==> src/rtl/bias_z_writeback_if.sv <==
// Unified-buffer write port: valid/ready handshake carrying one packed row per beat.
// The writer holds valid, addr and data steady until ready is seen.
interface bias_z_writeback_if #(
  parameter int DATA_W = 16,
  parameter int ADDR_W = 8
);
  logic                wr_valid;
  logic                wr_ready;
  logic [ADDR_W-1:0]   wr_addr;
  logic [2*DATA_W-1:0] wr_data;

  modport master (output wr_valid, output wr_addr, output wr_data, input wr_ready);
  modport slave  (input wr_valid, input wr_addr, input wr_data, output wr_ready);
endinterface

==> src/rtl/bias_z_writeback.sv <==
// Deskews the two bias columns into {col2,col1} rows, queues them and writes them out at incrementing addresses.
// Row reaches wr_valid one cycle after its col2 beat; wr_ready low stalls the queue and a push into a full queue drops the row.
module bias_z_writeback #(
  parameter int DATA_W     = 16,
  parameter int FIFO_DEPTH = 4,
  parameter int ADDR_W     = 8
) (
  input  logic               clk,
  input  logic               rst,
  input  logic               start,
  input  logic [ADDR_W-1:0]  base_addr_in,
  input  logic [ADDR_W-1:0]  num_rows_in,
  input  logic [DATA_W-1:0]  z_data_in_1,
  input  logic               z_valid_in_1,
  input  logic [DATA_W-1:0]  z_data_in_2,
  input  logic               z_valid_in_2,
  bias_z_writeback_if.master wr,
  output logic               busy,
  output logic               done,
  output logic               skew_err,
  output logic               overflow_err
);
  localparam int PTR_W = $clog2(FIFO_DEPTH);
  localparam logic [PTR_W:0] FULL_CNT = (PTR_W+1)'(FIFO_DEPTH);

  typedef struct packed {
    logic [DATA_W-1:0] col2;
    logic [DATA_W-1:0] col1;
  } row_t;

  typedef enum logic [1:0] {IDLE, RUN, DONE} state_t;

  state_t            state, state_nxt;
  logic [ADDR_W-1:0] num_rows, rows_written, addr_q;
  logic [DATA_W-1:0] hold;
  logic              hold_v;
  row_t              mem [FIFO_DEPTH];
  logic [PTR_W-1:0]  rd_ptr, wr_ptr;
  logic [PTR_W:0]    count;
  row_t              push_row;
  logic              run, start_ok, empty, full, pop;
  logic              push_req, push, drop, skew_hit;

  always_ff @(posedge clk or negedge rst) begin
    if (!rst) state <= IDLE;
    else      state <= state_nxt;
  end

  always_comb begin
    state_nxt = state;
    busy      = 1'b0;
    done      = 1'b0;
    case (state)
      IDLE: if (start) state_nxt = RUN;
      RUN: begin
        busy = 1'b1;
        if (rows_written == num_rows) state_nxt = DONE;
      end
      DONE: begin
        done      = 1'b1;
        state_nxt = IDLE;
      end
      default: state_nxt = IDLE;
    endcase
  end

  assign run      = (state == RUN);
  assign start_ok = start && (state == IDLE);
  assign empty    = (count == '0);
  assign full     = (count == FULL_CNT);
  assign pop      = wr.wr_valid && wr.wr_ready;

  // Col2 of a row lags its col1 by one cycle, so col1 waits in hold until its partner shows up.
  assign push_req = run && z_valid_in_2 && hold_v;
  assign push     = push_req && (!full || pop);
  assign drop     = push_req && full && !pop;
  assign skew_hit = run && ((z_valid_in_2 && !hold_v) ||
                            (z_valid_in_1 && hold_v && !z_valid_in_2));
  assign push_row = '{col2: z_data_in_2, col1: hold};

  always_ff @(posedge clk or negedge rst) begin
    if (!rst) begin
      rd_ptr <= '0;
      wr_ptr <= '0;
      count  <= '0;
      for (int i = 0; i < FIFO_DEPTH; i++) mem[i] <= '0;
    end else begin
      if (push) begin
        mem[wr_ptr] <= push_row;
        wr_ptr      <= wr_ptr + PTR_W'(1);
      end
      if (pop) rd_ptr <= rd_ptr + PTR_W'(1);
      case ({push, pop})
        2'b10:   count <= count + (PTR_W+1)'(1);
        2'b01:   count <= count - (PTR_W+1)'(1);
        default: count <= count;
      endcase
    end
  end

  always_ff @(posedge clk or negedge rst) begin
    if (!rst) begin
      hold   <= '0;
      hold_v <= 1'b0;
    end else if (start_ok) begin
      hold_v <= 1'b0;
    end else if (run) begin
      if (z_valid_in_1) begin
        hold   <= z_data_in_1;
        hold_v <= 1'b1;
      end else if (z_valid_in_2) begin
        hold_v <= 1'b0;
      end
    end
  end

  // Queued rows keep draining after the run ends; only rows accepted during RUN count toward num_rows.
  always_ff @(posedge clk or negedge rst) begin
    if (!rst) begin
      num_rows     <= '0;
      rows_written <= '0;
      addr_q       <= '0;
      skew_err     <= 1'b0;
      overflow_err <= 1'b0;
    end else if (start_ok) begin
      num_rows     <= num_rows_in;
      rows_written <= '0;
      addr_q       <= base_addr_in;
      skew_err     <= 1'b0;
      overflow_err <= 1'b0;
    end else begin
      if (pop) begin
        addr_q <= addr_q + ADDR_W'(1);
        if (run) rows_written <= rows_written + ADDR_W'(1);
      end
      if (skew_hit) skew_err <= 1'b1;
      if (drop)     overflow_err <= 1'b1;
    end
  end

  assign wr.wr_valid = !empty;
  assign wr.wr_data  = mem[rd_ptr];
  assign wr.wr_addr  = addr_q;
endmodule

==> src/flat_wrapper.sv <==
// flat-port wrapper written by rule: the top's interface ports become plain ports
module bias_z_writeback_flat 
#(
  parameter int DATA_W     = 16,
  parameter int FIFO_DEPTH = 4,
  parameter int ADDR_W     = 8
)
  (clk, rst, start, base_addr_in, num_rows_in, z_data_in_1, z_valid_in_1, z_data_in_2, z_valid_in_2, busy, done, skew_err, overflow_err, wr_wr_valid, wr_wr_addr, wr_wr_data, wr_wr_ready);
  bias_z_writeback_if #(.DATA_W(DATA_W), .ADDR_W(ADDR_W)) wr_i ();
  input  logic clk;
  input  logic rst;
  input  logic start;
  input  logic [ADDR_W-1:0] base_addr_in;
  input  logic [ADDR_W-1:0] num_rows_in;
  input  logic [DATA_W-1:0] z_data_in_1;
  input  logic z_valid_in_1;
  input  logic [DATA_W-1:0] z_data_in_2;
  input  logic z_valid_in_2;
  output logic busy;
  output logic done;
  output logic skew_err;
  output logic overflow_err;
  output wire logic [$bits(wr_i.wr_valid)-1:0] wr_wr_valid;
  output wire logic [$bits(wr_i.wr_addr)-1:0] wr_wr_addr;
  output wire logic [$bits(wr_i.wr_data)-1:0] wr_wr_data;
  input wire logic [$bits(wr_i.wr_ready)-1:0] wr_wr_ready;
  assign wr_wr_valid = wr_i.wr_valid;
  assign wr_wr_addr = wr_i.wr_addr;
  assign wr_wr_data = wr_i.wr_data;
  assign wr_i.wr_ready = wr_wr_ready;
  bias_z_writeback #(.DATA_W(DATA_W), .FIFO_DEPTH(FIFO_DEPTH), .ADDR_W(ADDR_W)) u_core (.clk(clk), .rst(rst), .start(start), .base_addr_in(base_addr_in), .num_rows_in(num_rows_in), .z_data_in_1(z_data_in_1), .z_valid_in_1(z_valid_in_1), .z_data_in_2(z_data_in_2), .z_valid_in_2(z_valid_in_2), .wr(wr_i), .busy(busy), .done(done), .skew_err(skew_err), .overflow_err(overflow_err));
endmodule
==> config.mk <==
export PLATFORM = sky130hd
export DESIGN_NAME = bias_z_writeback_flat
export DESIGN_NICKNAME = d
export VERILOG_FILES = /design/src/rtl/bias_z_writeback_if.sv /design/src/rtl/bias_z_writeback.sv /design/src/flat_wrapper.sv
export SDC_FILE = /design/constraint.sdc
export NUM_CORES = 1
export LEC_CHECK = 0
export CORE_AREA = 2 2 149 151
export DETAILED_ROUTE_END_ITERATION = 8
export DIE_AREA = 0 0 151 153
export GPL_TIMING_DRIVEN = 0
export MAX_ROUTING_LAYER = met4
export PLACE_DENSITY = 0.65
export REMOVE_ABC_BUFFERS = 1
export SLEW_MARGIN = 10
export SYNTH_ARGS = -nofsm -noshare
export SYNTH_HDL_FRONTEND = slang
export SYNTH_SLANG_ARGS = --single-unit
==> constraint.sdc <==
create_clock -name clk -period 6.3 [get_ports clk]
set_clock_uncertainty 0.1 [all_clocks]
set_input_delay 1.26 -clock clk [delete_from_list [all_inputs] [get_ports clk]]
set_output_delay 1.26 -clock clk [all_outputs]
set_load 0.01 [all_outputs]
==> results of run 1 <==
metal layers:
metal,share of wire,GRT usage
met5,0,-
met2,0.49,0.266
met3,0.049,0.0454
met1,0.46,0.220
met4,0.0066,0.0374
cell usage after synthesis (all sizes together):
master / count / area [um^2]
dfrtp: 180 / 4500
mux2: 144 / 2070
nand2: 52 / 225
mux4: 32 / 721
buf: 18 / 216
xnor2: 15 / 131
nor2: 12 / 45.0
nand4: 10 / 62.6
clkbuf: 9 / 33.8
nand3: 9 / 45.0
o21ai: 9 / 45.0
xor2: 9 / 78.8
ha: 7 / 87.6
inv: 7 / 26.3
mux2i: 3 / 30.0
a21oi: 2 / 10.0
and2: 2 / 12.5
nor3: 2 / 21.3
nor4: 2 / 12.5
or3: 2 / 12.5
a31oi: 1 / 6.26
and3: 1 / 6.26
and4: 1 / 8.76
clkinv: 1 / 3.75
fa: 1 / 20.0
nand2b: 1 / 6.26
nor2b: 1 / 6.26
nor4b: 1 / 8.76
o211ai: 1 / 7.51
o31ai: 1 / 7.51
or4: 1 / 7.51
worst max-delay path: cells and delay by family, from the launching register on:
kind                   cells  cell delay (ns)
muxes                      1             0.63
DFF                        1             0.93
buffers and inverters      1             0.50
flip-flops by register name, indices dropped and copies added (netlist names):
| register | cells |
|---|---|
| u_core.rd_ptr | 2 |
| u_core.rows_written | 8 |
| u_core.state | 2 |
| u_core.mem | 128 |
| u_core.hold | 16 |
| u_core.count | 3 |
| u_core.num_rows | 8 |
| u_core.skew_err | 1 |
| u_core.hold_v | 1 |
| u_core.wr.wr_addr | 8 |
| u_core.overflow_err | 1 |
| u_core.wr_ptr | 2 |
power breakdown:
group	internal (W)	switching, W	total [W]
Sequential	0.00171	0.000486	0.00220
Combinational	0.00156	0.000815	0.00238
Clock	0.000626	0.000457	0.00108
Total	0.00390	0.00176	0.00566
layout by cell type, fill, tap and decap left out, types with 2 or more instances in the layout:
cell type,count
dfrtp_1,178
mux2_4,120
clkdlybuf4s50_1,97
nand2_1,48
mux4_2,32
mux2_2,24
clkbuf_16,17
xnor2_1,15
nor2_1,12
nand4_1,10
xor2_1,9
o21ai_0,9
nand3_1,9
inv_1,7
ha_1,7
nand2_4,4
mux2i_1,3
bufinv_16,3
clkinv_2,3
clkbuf_1,3
clkinvlp_4,3
or3_1,2
and2_1,2
nor4_1,2
a21oi_1,2
inv_6,2
logic make-up (layout without fill, tap and decap cells):
kind of cell,after synthesis,in the layout
AO/OA/AOI/OAI,14,14
XOR/XNOR,24,24
flip-flops,180,180
buffers and inverters,35,140
multiplexers,179,179
AND/OR/NAND/NOR,97,97
adder cells (fa/ha/maj),8,8
per-stage QoR:
stage	total power [W]	instances	setup TNS, ns
floorplan	0.00365	510	0
global placement	0.00449	888	-543.30
detailed placement	0.00462	890	0
CTS	0.00572	922	0
global route	0.00598	922	0
finish	0.00566	922	0
layout make-up:
class,count,area (um^2),area share
inverters,8,30.0,0.00294
clock inverters,12,154,0.0151
multi-input cells,322,3700,0.362
clock buffers,20,437,0.0428
flip-flops and latches,180,4510,0.442
repair buffers,100,1030,0.101
well taps,280,350,0.0343
final timing paths:
kind	endpoint	slack, ns	cells past startpoint
max reg2reg	u_core.count[2]	3.41	8
min reg2reg	u_core.num_rows[2]	0.40	2
min in group asynchronous	u_core.mem[126]	0.74	1
min	u_core.num_rows[2]	0.40	2
max in group asynchronous	u_core.rd_ptr[1]	4.47	2
max	wr_wr_data[16]	2.43	2
==> flow_summary.ini, run 1 <==
[global_route]
grt_pass1_wl_mm = 29.2
grt.total_usage = 0.169
grt_pass1_vias = 5338
overflow = 0
antenna_found_initial = 0
grt_max_degree = 100

[floorplanning]
dieArea_um2 = 23100
core_area_um2 = 21500
die_h_um = 153
die_x_um = 151
io_pins = 99
rows = 54
start_util = 0.395

[clocking]
cts_tree = done
post_cts_resized = 0
cts-buffers-inserted = 17
clkSinkCount = 180
clk_transition_reported_paths_ns = 0.07
postCtsHoldBufs = 0
htreeDepth = 4
cts_setup_buffers = 0
cts_buffer_depth = 2
root_buffer = clkbuf_16
clk_latency_ns = 0.43

[worst_hold_path]
hp-class = flop to flop
hp-start = u_core.num_rows[2]

[finish]
fin_util = 0.475
post-route-cell-area_um2 = 10200
layout-drive-gt1-share = 0.335
syn_to_final_growth_pct = 20.4
antenna_cells = 0
fillerInstances = 1845
fin_nets = 691

[worst_setup_path]
cpMaxStageDelayCell = dfrtp_4
cp_data_required_time_ns = 4.94
crit_type = flop to output pin
endpoint_kind = output pin
worst-path-max-fanout = 34
startpoint = u_core.rd_ptr[0]
r2r-start = u_core.count[0]
cp.arrival_ns = 2.51
startpoint_type = flop
crit_path_max_incr_delay_ns = 0.93
cp_cell_sequence = mux4_2 > clkdlybuf4s50_1

[power_and_ir_drop]
leakagePower_nw = 4.75
vdd_drop_max_uv = 232
powerDensity_nw_per_um2 = 554

[synthesis]
synth_fa_ha_area_frac = 0.0127
ys_seq_area_frac = 0.531
yosys.area_share.simple = 0.0566
ys_seq_elements = 180
netlist_area_um2 = 8480
synth-compound-area-share = 0.00900
avgSynthCellArea_um2 = 15.8
synthXorXnorAreaFrac = 0.0248
synthMuxAreaShare = 0.333
yosys_warnings = 0
synthCells = 537
synth_top_family_by_area = multiplexers
ys_types = 36

[detailed_routing]
dr.first_iter.drc_count = 274
routedWlPerCell_um = 19.6
ant_nets = 0
routed_wl_mm = 18.1
vias_per_cell = 5.12
drc_errors = 0
firstDrtPassIters = 5
via_count = 4718

[timing]
period_minus_slack_ns = 3.87
period_share = 0.614
drv_slew = 0
final-hold-violation-count = 0
setup_viol = 0
tightest_slew_ns = 0.980
fmax_ghz = 0.259
timing.slew.headroom = 0.347
rsz0062_at_grt = no
fin_ws_ns = 2.43
hold_slack_ns = 0.401

[placement]
hpwl_mm = 11.0
port_buffers = 98
pre_cts_ws_ns = 2.26
dpl_cell_area_um2 = 9620
place_congestion = 0.769

[job]
drv_cap = 0

[run_status]
status = completed
Note: power is estimated with default switching activity, not from simulation.
==> run 2, diff against run 1 <==
==> constraint.sdc (replaced) <==
create_clock -name clk -period 3.7 [get_ports clk]
set_clock_uncertainty 0.1 [all_clocks]
set_input_delay 0.74 -clock clk [delete_from_list [all_inputs] [get_ports clk]]
set_output_delay 0.74 -clock clk [all_outputs]
set_load 0.01 [all_outputs]
==> results of run 2 <==
The final DEF is identical to that of run 1. Status: completed.
Among the figures that moved: setup slack after placement 2.26 ns -> 0.176 ns; setup slack after layout 2.43 ns -> 0.353 ns; hold slack 0.401 ns -> 0.221 ns; register-to-register setup slack 3.41 ns -> 0.81 ns; total power 0.00566 W -> 0.00964 W; worst IR drop on VDD 232 uV -> 395 uV
==> run 3, diff against run 2 <==
--- a/config.mk
+++ b/config.mk
@@ -5,9 +5,9 @@
 export SDC_FILE = /design/constraint.sdc
 export NUM_CORES = 1
 export LEC_CHECK = 0
-export CORE_AREA = 2 2 149 151
+export CORE_AREA = 2 2 166 136
 export DETAILED_ROUTE_END_ITERATION = 8
-export DIE_AREA = 0 0 151 153
+export DIE_AREA = 0 0 168 138
 export GPL_TIMING_DRIVEN = 0
 export MAX_ROUTING_LAYER = met4
 export PLACE_DENSITY = 0.65
==> constraint.sdc (replaced) <==
create_clock -name clk -period 3.49 [get_ports clk]
set_clock_uncertainty 0.1 [all_clocks]
set_input_delay 0.698 -clock clk [delete_from_list [all_inputs] [get_ports clk]]
set_output_delay 0.698 -clock clk [all_outputs]
set_load 0.01 [all_outputs]
==> flow_summary.ini, run 3 (synthesized netlist as in run 1, its figures left out) <==
[run_status]
status = completed

[power_and_ir_drop]
seq_power_share = 0.390
leakagePower_nw = 4.75
p_sw_frac = 0.315
p_clk_frac = 0.189
powerDensity_nw_per_um2 = 993
vdd_drop_max_uv = 353
netSwitchingPower_w = 0.00319
combPwrFrac = 0.421
internal-power_w = 0.00694
power.total_w = 0.0101

[finish]
antenna_cells = 0
layout-drive-gt1-share = 0.338
final_cell_mix = 178 x dfrtp_1, 120 x mux2_4, 97 x clkdlybuf4s50_1, 48 x nand2_1, 32 x mux4_2
regMostFlops = u_core.mem
fin_nets = 691
final_common_cell = dfrtp_1
reg_top3 = u_core.mem: 128 flops, u_core.hold: 16 flops
syn_to_final_growth_pct = 20.3
largest_reg_flops = 128

[clocking]
post_cts_resized = 0
cts_tree = done
clkSinkCount = 180
postCtsHoldBufs = 0
clk_latency_ns = 0.44
cts_setup_buffers = 0
cts-buffers-inserted = 17
cts_buffer_depth = 2
root_buffer = clkbuf_16
clk_transition_reported_paths_ns = 0.08
htreeDepth = 4

[worst_setup_path]
crit_type = flop to output pin
crit_path_max_incr_delay_ns = 0.93
cp_cell_sequence = mux4_2 > clkdlybuf4s50_1
crit_family = flip-flops
worst-path-max-fanout = 34
cp.arrival_ns = 2.52
crit_buf_inv = 1
cpMaxStageDelayCell = dfrtp_4
startpoint_type = flop
cp_data_required_time_ns = 2.69
endpoint_kind = output pin

[detailed_routing]
route.met3.wl_um = 735
top_layer_used = met4
met2_length_mm = 8.29
dr.first_iter.drc_count = 220
firstDrtPassIters = 4
drc_errors = 0
m1WireLength_mm = 8.29
routed_wl_mm = 17.5
via_count = 4706
ant_nets = 0
routedWlPerCell_um = 18.9
vias_per_cell = 5.10

[global_route]
grt_pass1_wl_mm = 28.7
grt.total_usage = 0.165
grt_pass1_vias = 5151
overflow = 0
antenna_found_initial = 0
grt_max_degree = 100

[placement]
place_congestion = 0.816
port_buffers = 98
hpwl_mm = 10.6

[timing]
timing.slew.headroom = 0.231
drv_slew = 0
rsz0062_at_grt = no
final.setup.tns_ns = 0
fmax_ghz = 0.301
period_share = 0.952
tightest_slew_ns = 1.15
final-hold-violation-count = 0
period_minus_slack_ns = 3.32
setup_viol = 0

[floorplanning]
die_h_um = 138
io_pins = 99
core_area_um2 = 21800
rows = 49
start_util = 0.390
dieArea_um2 = 23200
die_x_um = 168

[worst_hold_path]
hp-class = input port to async pin

[job]
drv_cap = 0
-- run 3: changes by cell type in the layout (fill, tap and decap cells not counted), sizes merged --
cell	before	now
clkbuf	20	19
clkinvlp	3	2
bufinv	3	1
clkinv	5	3
inv	9	15
-- run 3: final cells by class --
class                   count  area, um^2
inverters                   8        30.0
flip-flops and latches    180        4510
repair buffers            100        1030
clock buffers              19         443
multi-input cells         322        3700
clock inverters            13         139
well taps                 280         350
fillers                  1832       11600
-- run 3: power groups by stage --
stage | Sequential (W) | Clock [W] | Combinational, W
6_report | 0.00395 | 0.00191 | 0.00427
5_1_grt | 0.00411 | 0.00206 | 0.00457
4_1_cts | 0.00396 | 0.00196 | 0.00433
3_5_place_dp | 0.00398 | 0 | 0.00431
3_3_place_gp | 0.00394 | 0 | 0.00416
2_1_floorplan | 0.00374 | 0 | 0.00285
-- run 3: metrics by stage --
step | hold slack, ns | utilization | setup WS [ns] | cells | instance area, um^2
after floorplan | 0.302 | - | 0.588 | 510 | 8230
after global placement | 0.381 | 0.439 | -5.37 | 888 | 9560
after detailed placement | 0.387 | 0.442 | 0.207 | 890 | 9620
after CTS | 0.204 | 0.469 | 0.0881 | 922 | 10200
after global routing | 0.220 | 0.469 | 0.0228 | 922 | 10200
final | 0.170 | 0.469 | 0.169 | 922 | 10200
-- run 3: final timing paths --
path / startpoint / depth (start not counted) / end / slack [ns]
worst max register to register: u_core.count[0] / 8 / u_core.count[2] / 0.74
max in group asynchronous: rst / 2 / u_core.rd_ptr[0] / 2.19
min in group clk: u_core.num_rows[7] / 2 / u_core.num_rows[7] / 0.40
worst min-delay path: rst / 1 / u_core.mem[122] / 0.17
worst min register to register: u_core.num_rows[7] / 2 / u_core.num_rows[7] / 0.40
worst max-delay path: u_core.rd_ptr[0] / 2 / wr_wr_data[0] / 0.17
-- run 3: metal layers --
layer,vias up,global-route usage
met5,-,-
met4,0,0.0494
met3,15,0.0386
met2,115,0.246
met1,2468,0.225
li1,2108,-
